### src/rtl/pedestrian_phase_timer.sv
// Car/pedestrian phase sequencer: one-second tick paced countdown through
// GREEN, YELLOW, ALL_RED and WALK with a latched pedestrian request.
module pedestrian_phase_timer #(
    parameter int GREEN_TIME  = 60,
    parameter int YELLOW_TIME = 4,
    parameter int CLEAR_TIME  = 2,
    parameter int WALK_TIME   = 40
) (
    input  logic       clock,
    input  logic       reset,
    input  logic       tick,
    input  logic       walk_request,
    output logic [6:0] master_timer,
    output logic       enable,
    output logic       car_green,
    output logic       car_yellow,
    output logic       car_red,
    output logic       request_pending
);

    typedef enum logic [1:0] {
        ST_GREEN   = 2'd0,
        ST_YELLOW  = 2'd1,
        ST_ALL_RED = 2'd2,
        ST_WALK    = 2'd3
    } state_t;

    localparam logic [6:0] GREEN_LD  = 7'(GREEN_TIME);
    localparam logic [6:0] YELLOW_LD = 7'(YELLOW_TIME);
    localparam logic [6:0] CLEAR_LD  = 7'(CLEAR_TIME);
    localparam logic [6:0] WALK_LD   = 7'(WALK_TIME);

    state_t     state_q, state_d;
    logic [6:0] timer_q, timer_d;
    logic       pending_q, pending_d;

    always_ff @(posedge clock) begin
        if (reset) begin
            state_q   <= ST_GREEN;
            timer_q   <= GREEN_LD;
            pending_q <= 1'b0;
        end else begin
            state_q   <= state_d;
            timer_q   <= timer_d;
            pending_q <= pending_d;
        end
    end

    always_comb begin
        state_d   = state_q;
        timer_d   = timer_q;
        pending_d = pending_q | walk_request;
        if (tick) begin
            if (timer_q != 7'd0) begin
                timer_d = timer_q - 7'd1;
            end else begin
                unique case (state_q)
                    ST_GREEN: begin
                        // Rest in green with the timer parked at zero until a press arrives.
                        if (pending_q) begin
                            state_d = ST_YELLOW;
                            timer_d = YELLOW_LD;
                        end
                    end
                    ST_YELLOW: begin
                        state_d = ST_ALL_RED;
                        timer_d = CLEAR_LD;
                    end
                    ST_ALL_RED: begin
                        state_d   = ST_WALK;
                        timer_d   = WALK_LD;
                        pending_d = 1'b0;
                    end
                    ST_WALK: begin
                        state_d = ST_GREEN;
                        timer_d = GREEN_LD;
                    end
                    default: begin
                        state_d = ST_GREEN;
                        timer_d = GREEN_LD;
                    end
                endcase
            end
        end
    end

    always_comb begin
        car_green  = 1'b0;
        car_yellow = 1'b0;
        car_red    = 1'b0;
        enable     = 1'b0;
        unique case (state_q)
            ST_GREEN:   car_green  = 1'b1;
            ST_YELLOW:  car_yellow = 1'b1;
            ST_ALL_RED: car_red    = 1'b1;
            ST_WALK: begin
                car_red = 1'b1;
                enable  = 1'b1;
            end
            default:    car_green  = 1'b1;
        endcase
    end

    assign master_timer    = timer_q;
    assign request_pending = pending_q;

endmodule

### config.mk
export PLATFORM = sky130hd
export DESIGN_NAME = pedestrian_phase_timer
export DESIGN_NICKNAME = d
export VERILOG_FILES = /design/src/rtl/pedestrian_phase_timer.sv
export SDC_FILE = /design/constraint.sdc
export NUM_CORES = 1
export LEC_CHECK = 0
export CORE_AREA = 2 2 39 41
export CTS_CLUSTER_DIAMETER = 60
export DETAILED_ROUTE_END_ITERATION = 12
export DIE_AREA = 0 0 41 43
export PLACE_DENSITY = 0.88
export SLEW_MARGIN = 20
export SYNTH_ARGS = -nofsm -noshare
export SYNTH_HDL_FRONTEND = slang
export SYNTH_SLANG_ARGS = --single-unit
### constraint.sdc
create_clock -name clock -period 2.8 [get_ports clock]
set_input_delay 0.42 -clock clock [delete_from_list [all_inputs] [get_ports clock]]
set_output_delay 0.42 -clock clock [all_outputs]
set_load 0.02 [all_outputs]
Word level (Yosys, flattened, before mapping):

Index checks and enable logic that the tools add are counted.
W data, S select, Z words.

* register bits: 10

* add/subtract/negate cells: 1
* equal/unequal tests: 5
* mux-type cells: 12
* bitwise gates (word level): 2
* reduce and logical (&&, ||, !) cells: 5

Operators by type and width (count)
* $pmux W7 S4: 1
* $mux W7: 2
* $pmux W2 S4: 1
* $mux W1: 7
* $reduce_bool A7 Y1: 1
* $sub A7 B1 Y7 const B: 1
* $eq A2 B2 Y1 const B: 2
* $ne A3 B3 Y1 const B: 1
* $reduce_and A3 Y1: 1
* $eq A2 B1 Y1 const B: 1
* $logic_not A2 Y1: 1
* $mux W2: 1
* $ne A2 B2 Y1 const B: 1
* $reduce_and A2 Y1: 1
* $reduce_or A2 Y1: 1
* $not A1 Y1: 1
* $or A1 B1 Y1: 1

Logic depth before layout (Yosys ltp):

Gate-level depths: netlist (run 1).

* depth after elaboration: 4
* mapped depth: 6
* mapped depth without buffers: 6

Worst setup path before layout (run 1):

OpenSTA, ideal clock, no wires.

* path kind: register to register
* start: reg timer_q[0] (netlist: master_timer[0])
* end: reg timer_q[3] (netlist: master_timer[3])
* arrival time: 1581 ps
* setup slack: 1097 ps
* stages on the path, launching flop included: 7
* buffers on the path: 0
* path through: dfxtp_1 -> inv_1 -> ha_1 -> or3b_4 -> nor2_4 -> o21ai_1 -> a221o_1

* cells in the longest elaborated chain, start to end: 3
* elaborated cells on any way between the ends: 5

Ends and longest elaborated chain
* from (decl): line 34 `logic [6:0] timer_q, timer_d;`
* from (signal assigned): line 44 `timer_q <= timer_d;`
* parallel branches: the longest is 3 deep, another holds $sub A7 B1 Y7

Parallel ways; which one is timed is not known.
A chain may end at the register's enable or synchronous reset.

Worst setup path in the final report (run 1):

* start: reg state_q[0]
* end: out car_red

* cells in the longest elaborated chain, start to end: 3
* elaborated cells on any way between the ends: 4

Ends and longest elaborated chain
* from (decl): line 33 `state_t state_q, state_d;`
* from (signal assigned): line 43 `state_q <= state_d;`
* $eq A2 B2 Y1: line 92 `unique case (state_q)`
* $reduce_or A2 Y1 (no line) *
* $mux W1 *: line 92
* to (decl): line 17 `output logic car_red,`

Every way passes the cells marked *; elsewhere a longest branch is shown, timed or not.

==> results of run 1 <==
[routing by layer]
layer  vias up  track usage  routed length [um]
met1       281        0.286                 630
li1        297            -                   -
met2        26        0.284                 716
met4         0       0.0800                  18
met5         -            0                   0
met3         4       0.0471                  91
[sequential cells by signal, indices dropped and copies added (netlist names)]
name,count
master_timer,7
state_q,2
request_pending,1
[critical path: stages, from the launching register on]
cell                              delay (ns)
sky130_fd_sc_hd__dfxtp_1                0.38
sky130_fd_sc_hd__inv_1                  0.09
sky130_fd_sc_hd__ha_1                   0.23
sky130_fd_sc_hd__or2_2                  0.33
sky130_fd_sc_hd__clkdlybuf4s50_1        0.54
[stage by stage]
stage	cells	utilization	instance area [um2]	hold slack, ns	total power [mW]
after detailed placement	102	0.577	798	0.500	0.227
after CTS	105	0.593	821	0.508	0.322
after global placement	102	0.577	798	0.488	0.225
after floorplan	73	-	636	0.518	0.201
after global routing	105	0.593	821	0.562	0.338
final	105	0.593	821	0.513	0.320
[layout by cell type (no fill, tap or decap), drive strengths merged]
cell / synthesis / layout
nand3: 2 / 2
nor2: 9 / 9
a31oi: 1 / 1
and3: 1 / 1
nand2: 4 / 4
clkbuf: 0 / 3
o21ai: 4 / 4
a221oi: 1 / 1
a21boi: 1 / 1
mux2i: 2 / 2
a211oi: 3 / 3
nand3b: 1 / 1
dfxtp: 10 / 10
o22ai: 1 / 1
or2: 1 / 1
nand2b: 2 / 2
a221o: 2 / 2
ha: 6 / 6
a21oi: 5 / 5
nor3b: 1 / 1
nor3: 2 / 2
or3: 2 / 2
or3b: 1 / 1
clkdlybuf4s50: 0 / 15
o31ai: 1 / 1
nand4: 2 / 2
nand4b: 1 / 1
inv: 5 / 5
[power by group through the flow]
stage | Clock (mW) | Sequential, mW | Combinational [mW]
CTS | 0.0975 | 0.158 | 0.0662
global placement | 0 | 0.160 | 0.0642
floorplan | 0 | 0.168 | 0.0335
finish | 0.0965 | 0.158 | 0.0664
detailed placement | 0 | 0.161 | 0.0660
global route | 0.106 | 0.159 | 0.0730
[cell type report]
| class | count | area [um2] | share of cell area |
|---|---|---|---|
| repair buffers | 15 | 150 | 0.183 |
| well taps | 16 | 20.0 | 0.0244 |
| multi-input cells | 56 | 409 | 0.498 |
| clock buffers | 3 | 22.5 | 0.0274 |
| inverters | 5 | 18.8 | 0.0229 |
| flip-flops and latches | 10 | 200 | 0.244 |
[how the worst max path moves through the flow]
stage                          startpoint         endpoint  slack [ns]  depth (start not counted)
after floorplan           master_timer[0]  master_timer[3]        1.10                          6
after global placement         state_q[0]          car_red        0.90                          4
after detailed placement       state_q[0]          car_red        0.83                          4
after CTS                      state_q[0]          car_red        0.56                          4
after global routing           state_q[0]          car_red        0.50                          4
final                          state_q[0]          car_red        0.54                          4
[logic make-up after synthesis]
family | count (synthesis) | synth area share
AND/OR/NAND/NOR | 29 | 0.270
buffers and inverters | 7 | 0.0413
adder cells (fa/ha/maj) | 6 | 0.118
AO/OA/AOI/OAI | 19 | 0.224
flip-flops | 10 | 0.315
multiplexers | 2 | 0.0315
==> results.rst, run 1 <==
.. list-table::
   :header-rows: 1

   * - Metric
     - Value
   * - Hold Crit Endpoint
     - master_timer[0]
   * - Post-synthesis sequential area ratio
     - 0.315
   * - Power share of the clock group
     - 0.301
   * - Length of the first detailed-routing pass in iterations
     - 4
   * - Remaining global-route overflow
     - 0
   * - Worst Path Required
     - between 2 and 2.5 ns
   * - Number of standard-cell rows in the floorplan
     - 14
   * - Critical path type
     - reg2out
   * - Number of remaining DRC errors
     - 0
   * - Setup ws final
     - about 0.54 ns
   * - Number of top-level pins
     - 16
   * - Destination of the worst register-to-register timing path
     - state_q[0]
   * - Worst slew slack as a fraction of its limit
     - 0.645
   * - First-pass GRT wire length
     - 2.46 mm
   * - Area leader, netlist
     - sky130_fd_sc_hd__dfxtp_1
   * - Post-Place Setup Slack
     - between 0.8 and 0.9 ns
   * - Asr flop ratio synth
     - 0
   * - Internal Dissipation
     - 0.229 mW
   * - Most common library cells after synthesis
     - sky130_fd_sc_hd__dfxtp_1 (10), sky130_fd_sc_hd__nor2_1 (8), sky130_fd_sc_hd__ha_1 (6)
   * - Post-Synthesis Mean Instance Area
     - approximately 8.7 um2
   * - Count of endpoints failing hold in the final timing report
     - 0
   * - Launch point of the worst reg-to-reg path
     - master_timer[1]
   * - Final #Nets
     - 101
   * - Number of CTS-inserted buffers
     - 3
   * - Max Slew Vio Count
     - 0
   * - H-Tree Depth
     - 1
   * - Fraction of layout cells with a size suffix above 1
     - 0.112
   * - Number of antenna violations at the first check in global routing
     - 0
   * - Number of distinct standard cells referenced by the synthesized netlist
     - 32
   * - Global routing usage summed across all routing layers
     - 0.202
   * - Actual transition at the worst max-transition pin
     - between 0.5 and 0.6 ns
   * - Total power density per cell area
     - 390 nW/um2
   * - Switching power of the nets
     - a little over 0.09 mW
   * - Class of the tightest hold or removal check
     - reg2reg
   * - Setup-failing EPs final
     - 0
   * - Port buffer count
     - 15
   * - Wire per inst
     - around 14 um
   * - Largest vdd supply drop
     - 0.198 mV
   * - Max-capacitance violation count
     - 0
   * - Clock sink count
     - 10
   * - Count of cells along the worst hold path
     - 2
   * - Synth-to-layout area growth
     - 29.1%
   * - Run status
     - completed
   * - Initial standard-cell utilization of the core
     - 0.459
   * - Unrepaired setup endpoints after global routing
     - no
   * - Pin count of the biggest net entering global routing
     - 11
   * - Clk Latency, worst-skew pair
     - 0.26 ns
   * - Clk pin slew, worst setup/hold paths
     - 0.06 ns
   * - Count of cells resized by post-cts repair
     - 0
   * - Summed negative setup slack over all endpoints
     - 0 ns
   * - Area of the core region
     - between 1000 and 1500 um2
   * - Horiz. Die Dim
     - 41 um
   * - Clock tree root driver cell
     - sky130_fd_sc_hd__clkbuf_4
   * - Category of the worst setup path launch point
     - flop
   * - Clock tree from TritonCTS
     - done
   * - Hold buffer count at CTS
     - 0
   * - Post-synth EDFFs
     - 0
   * - Post-CTS Repair Setup Buffers
     - 0
   * - Skew final
     - approximately 0.0022 ns
   * - 1st-iter DRT viols
     - 23
   * - Number of buffers between clock root and the deepest sink
     - 2
   * - Proportion of power drawn by combinational gates
     - 0.207
   * - Maximum fanout count along the critical path
     - 3
   * - Main synth FF type
     - sky130_fd_sc_hd__dfxtp_1
   * - HPWL after detailed placement
     - 1.12 mm
   * - Synthesis Warnings
     - 0
   * - Post-synthesis cell count
     - 73
   * - Count of cells along the worst register-to-register path
     - 5
   * - Slack of the worst reg-to-reg path
     - 1.00 ns
   * - Leakage power
     - between 0.3 and 0.4 nW
   * - Dominant cell by count in the synthesized netlist
     - sky130_fd_sc_hd__dfxtp_1
   * - Upper clock frequency limit
     - about 440 MHz
   * - Floorplan die area
     - 1760 um2
   * - Flop and latch count out of synthesis
     - 10
   * - Arrival time of the worst setup path
     - between 1.5 and 2 ns
   * - Switching share of total power
     - 0.285
   * - Die height
     - between 40 and 50 um
   * - Final weighted congestion in routability-driven placement
     - 0.894
   * - Ratio of final minimum period to clock period
     - 0.806
   * - Cells taking the most area after synthesis
     - sky130_fd_sc_hd__dfxtp_1 (31%), sky130_fd_sc_hd__ha_1 (12%), sky130_fd_sc_hd__nor2_1 (4.7%)
   * - Netlist Area Pre-Place
     - 636 um2
   * - Sequential Power Share
     - 0.492
   * - Worst Hold Launch
     - master_timer[0]
   * - Type of destination of the critical path
     - primary output
   * - Syn nets
     - a little over 80
   * - Fill cell total of the finished layout
     - 119
   * - Via density per instance
     - approximately 5.8
   * - Number of antenna-violating nets in the routed design
     - 0
   * - Top-area cell type share of the netlist area
     - 0.315
   * - Routed wire length
     - about 1.5 mm
   * - Number of global-route vias before repair
     - about 540
   * - Post-route minimum period
     - around 2.3 ns
   * - Vias after detailed routing
     - around 600
   * - Final antenna diode count
     - 0
(Power assumes the default switching activity.)
==> inputs of run 2 (changes only) <==
--- a/config.mk
+++ b/config.mk
@@ -5,11 +5,10 @@
 export SDC_FILE = /design/constraint.sdc
 export NUM_CORES = 1
 export LEC_CHECK = 0
-export CORE_AREA = 2 2 39 41
+export CORE_UTILIZATION = 42
 export CTS_CLUSTER_DIAMETER = 60
 export DETAILED_ROUTE_END_ITERATION = 12
-export DIE_AREA = 0 0 41 43
-export PLACE_DENSITY = 0.88
+export PLACE_DENSITY = 0.83
 export SLEW_MARGIN = 20
 export SYNTH_ARGS = -nofsm -noshare
 export SYNTH_HDL_FRONTEND = slang
==> constraint.sdc (replaced) <==
create_clock -name clock -period 2 [get_ports clock]
set_input_delay 0.3 -clock clock [delete_from_list [all_inputs] [get_ports clock]]
set_output_delay 0.3 -clock clock [all_outputs]
set_load 0.02 [all_outputs]
==> results.rst, run 2 (synthesis gave the netlist of run 1 again) <==
.. list-table::
   :header-rows: 1

   * - Metric
     - Value
   * - Max-capacitance violation count
     - 0
   * - Length of the first detailed-routing pass in iterations
     - 2
   * - Skew final
     - around 0.0073 ns
   * - Minimum hold slack
     - about 0.51 ns
   * - Number of top-level pins
     - 16
   * - Maximum fanout count along the critical path
     - 3
   * - Post-route minimum period
     - ~1.9 ns
   * - Most common cell after layout, fill and taps aside
     - sky130_fd_sc_hd__clkdlybuf4s50_1
   * - Clock sink count
     - 10
   * - Unrepaired setup endpoints after global routing
     - no
   * - Final antenna diode count
     - 0
   * - Critical path type
     - reg2out
   * - Max Slew Vio Count
     - 0
   * - Worst slew slack as a fraction of its limit
     - 0.714
   * - Class of the tightest hold or removal check
     - reg2reg
   * - Clock tree root driver cell
     - sky130_fd_sc_hd__clkbuf_4
   * - Routed wire length
     - 1.42 mm
   * - Leading cell types in the layout, fill and taps excluded
     - sky130_fd_sc_hd__clkdlybuf4s50_1 (14), sky130_fd_sc_hd__dfxtp_1 (10), sky130_fd_sc_hd__nor2_1 (8), sky130_fd_sc_hd__ha_1 (6)
   * - Setup-failing EPs final
     - 0
   * - First-pass GRT wire length
     - ~2.3 mm
   * - Count of placed standard cells in the final layout, fillers left out
     - 105
   * - H-Tree Depth
     - 1
   * - Leakage power
     - approximately 0.32 nW
   * - Critical Path Source
     - state_q[0]
   * - Launch point of the worst reg-to-reg path
     - master_timer[1]
   * - Category of the worst setup path launch point
     - flop
   * - Actual transition at the worst max-transition pin
     - 0.427 ns
   * - Run status
     - completed
   * - Final #Nets
     - around 100
   * - Fraction of layout cells with a size suffix above 1
     - 0.122
   * - Area of the core region
     - between 1000 and 1500 um2
   * - Slowest cell on the critical path
     - sky130_fd_sc_hd__dfxtp_1
   * - Die height
     - ~41 um
   * - Via density per instance
     - about 5.7
   * - Number of antenna violations at the first check in global routing
     - 0
   * - Synth-to-layout area growth
     - 29.9%
   * - Chain of cells forming the critical path
     - inv_1 -> ha_1 -> or2_2 -> dlygate4sd2_1
   * - Global routing usage summed across all routing layers
     - 0.219
   * - Clk pin slew, worst setup/hold paths
     - 0.06 ns
   * - Floorplan die area
     - 1670 um2
   * - Summed negative setup slack over all endpoints
     - 0 ns
   * - Horiz. Die Dim
     - approximately 40 um
   * - Placed insts
     - about 100
   * - Crit-path max cell delay
     - 0.36 ns
   * - Total power density per cell area
     - 550 nW/um2
   * - Worst Hold Launch
     - master_timer[0]
   * - Number of CTS-inserted buffers
     - 3
   * - Clock tree from TritonCTS
     - done
   * - HPWL after detailed placement
     - about 1.0 mm
   * - Arrival time of the worst setup path
     - between 1.5 and 2 ns
   * - Total power
     - approximately 0.45 mW
   * - Upper clock frequency limit
     - 525 MHz
   * - Hold buffer count at CTS
     - 0
   * - Number of standard-cell rows in the floorplan
     - 13
   * - Worst Path Required
     - ~1.7 ns
   * - Number of global-route vias before repair
     - 541
   * - Ratio of final minimum period to clock period
     - 0.953
   * - Port buffer count
     - 15
   * - Pin count of the biggest net entering global routing
     - 11
   * - Initial standard-cell utilization of the core
     - 0.471
   * - Number of antenna-violating nets in the routed design
     - 0
   * - Type of destination of the critical path
     - primary output
   * - Number of buffers between clock root and the deepest sink
     - 2
   * - Number of flip-flops in the largest register
     - 7
   * - 1st-iter DRT viols
     - 13
   * - Number of remaining DRC errors
     - 0
   * - Vias after detailed routing
     - between 500 and 600
   * - Clk Latency, worst-skew pair
     - around 0.27 ns
   * - Count of endpoints failing hold in the final timing report
     - 0
   * - Final weighted congestion in routability-driven placement
     - slightly below 0.9
   * - Largest vdd supply drop
     - 0.282 mV
   * - Wire per inst
     - 13.5 um
   * - Remaining global-route overflow
     - 0
==> run 2: cell count changes in the layout (fill, tap and decap cells not counted) <==
cell                              delta
sky130_fd_sc_hd__buf_4               +1
sky130_fd_sc_hd__clkdlybuf4s50_1     -1
sky130_fd_sc_hd__dlygate4sd2_1       +1
==> run 2: where the power goes <==
| group | internal, mW | switching [mW] | leakage, nW |
|---|---|---|---|
| sequential | 0.209 | 0.0116 | 0.0821 |
| clock | 0.0696 | 0.0709 | 0.0138 |
| combinational | 0.0437 | 0.0495 | 0.221 |
==> run 2: worst paths after layout <==
| path | endpoint | slack, ns | depth (start not counted) |
|---|---|---|---|
| worst max-delay path | car_red | 0.09 | 4 |
| worst min-delay path | master_timer[0] | 0.51 | 2 |
| worst max register to register | master_timer[1] | 0.25 | 6 |
| worst min register to register | master_timer[0] | 0.51 | 2 |
==> run 2: what timing repair did <==
item | in CTS | in global routing
resized for setup | 1 | 0
setup endpoints to repair | 1 | 0
endpoints found under the hold margin | 0 | 0
setup buffers | 0 | 0
==> run 2: area by class of cell <==
cell class / count / area, um2
fillers: 123 / 524
clock buffers: 3 / 22.5
repair buffers: 16 / 156
flip-flops and latches: 10 / 200
multi-input cells: 56 / 409
inverters: 5 / 18.8
well taps: 15 / 18.8
==> run 2: worst max-delay path, delay by kind of cell, from the launching register on <==
kind	cells	cell delay [ns]
and+or+nand+nor	1	0.32
adders and majority gates	1	0.23
buffers and inverters	2	0.42
DFF	1	0.36
==> run 2: per-layer routing <==
metal | track usage | wire length (um) | vias up
li1 | - | - | 300
met1 | 0.272 | 658 | 278
met2 | 0.316 | 685 | 18
met3 | 0.103 | 72 | 0
met4 | 0.100 | 0 | 0
met5 | 0 | 0 | -
==> run 2: per-stage QoR <==
step | utilization | setup WS (ns) | area (um2)
2_1_floorplan | - | 0.297 | 636
3_3_place_gp | 0.596 | 0.224 | 805
3_5_place_dp | 0.596 | 0.162 | 805
4_1_cts | 0.612 | 0.0872 | 826
5_1_grt | 0.612 | 0.0329 | 826
6_report | 0.612 | 0.0944 | 826
==> inputs of run 3 (changes only) <==
--- a/config.mk
+++ b/config.mk
@@ -9,7 +9,6 @@
 export CTS_CLUSTER_DIAMETER = 60
 export DETAILED_ROUTE_END_ITERATION = 12
 export PLACE_DENSITY = 0.83
-export SLEW_MARGIN = 20
 export SYNTH_ARGS = -nofsm -noshare
 export SYNTH_HDL_FRONTEND = slang
 export SYNTH_SLANG_ARGS = --single-unit
==> results of run 3 <==
No change in the layout: final DEF, timing and power equal those of run 2.
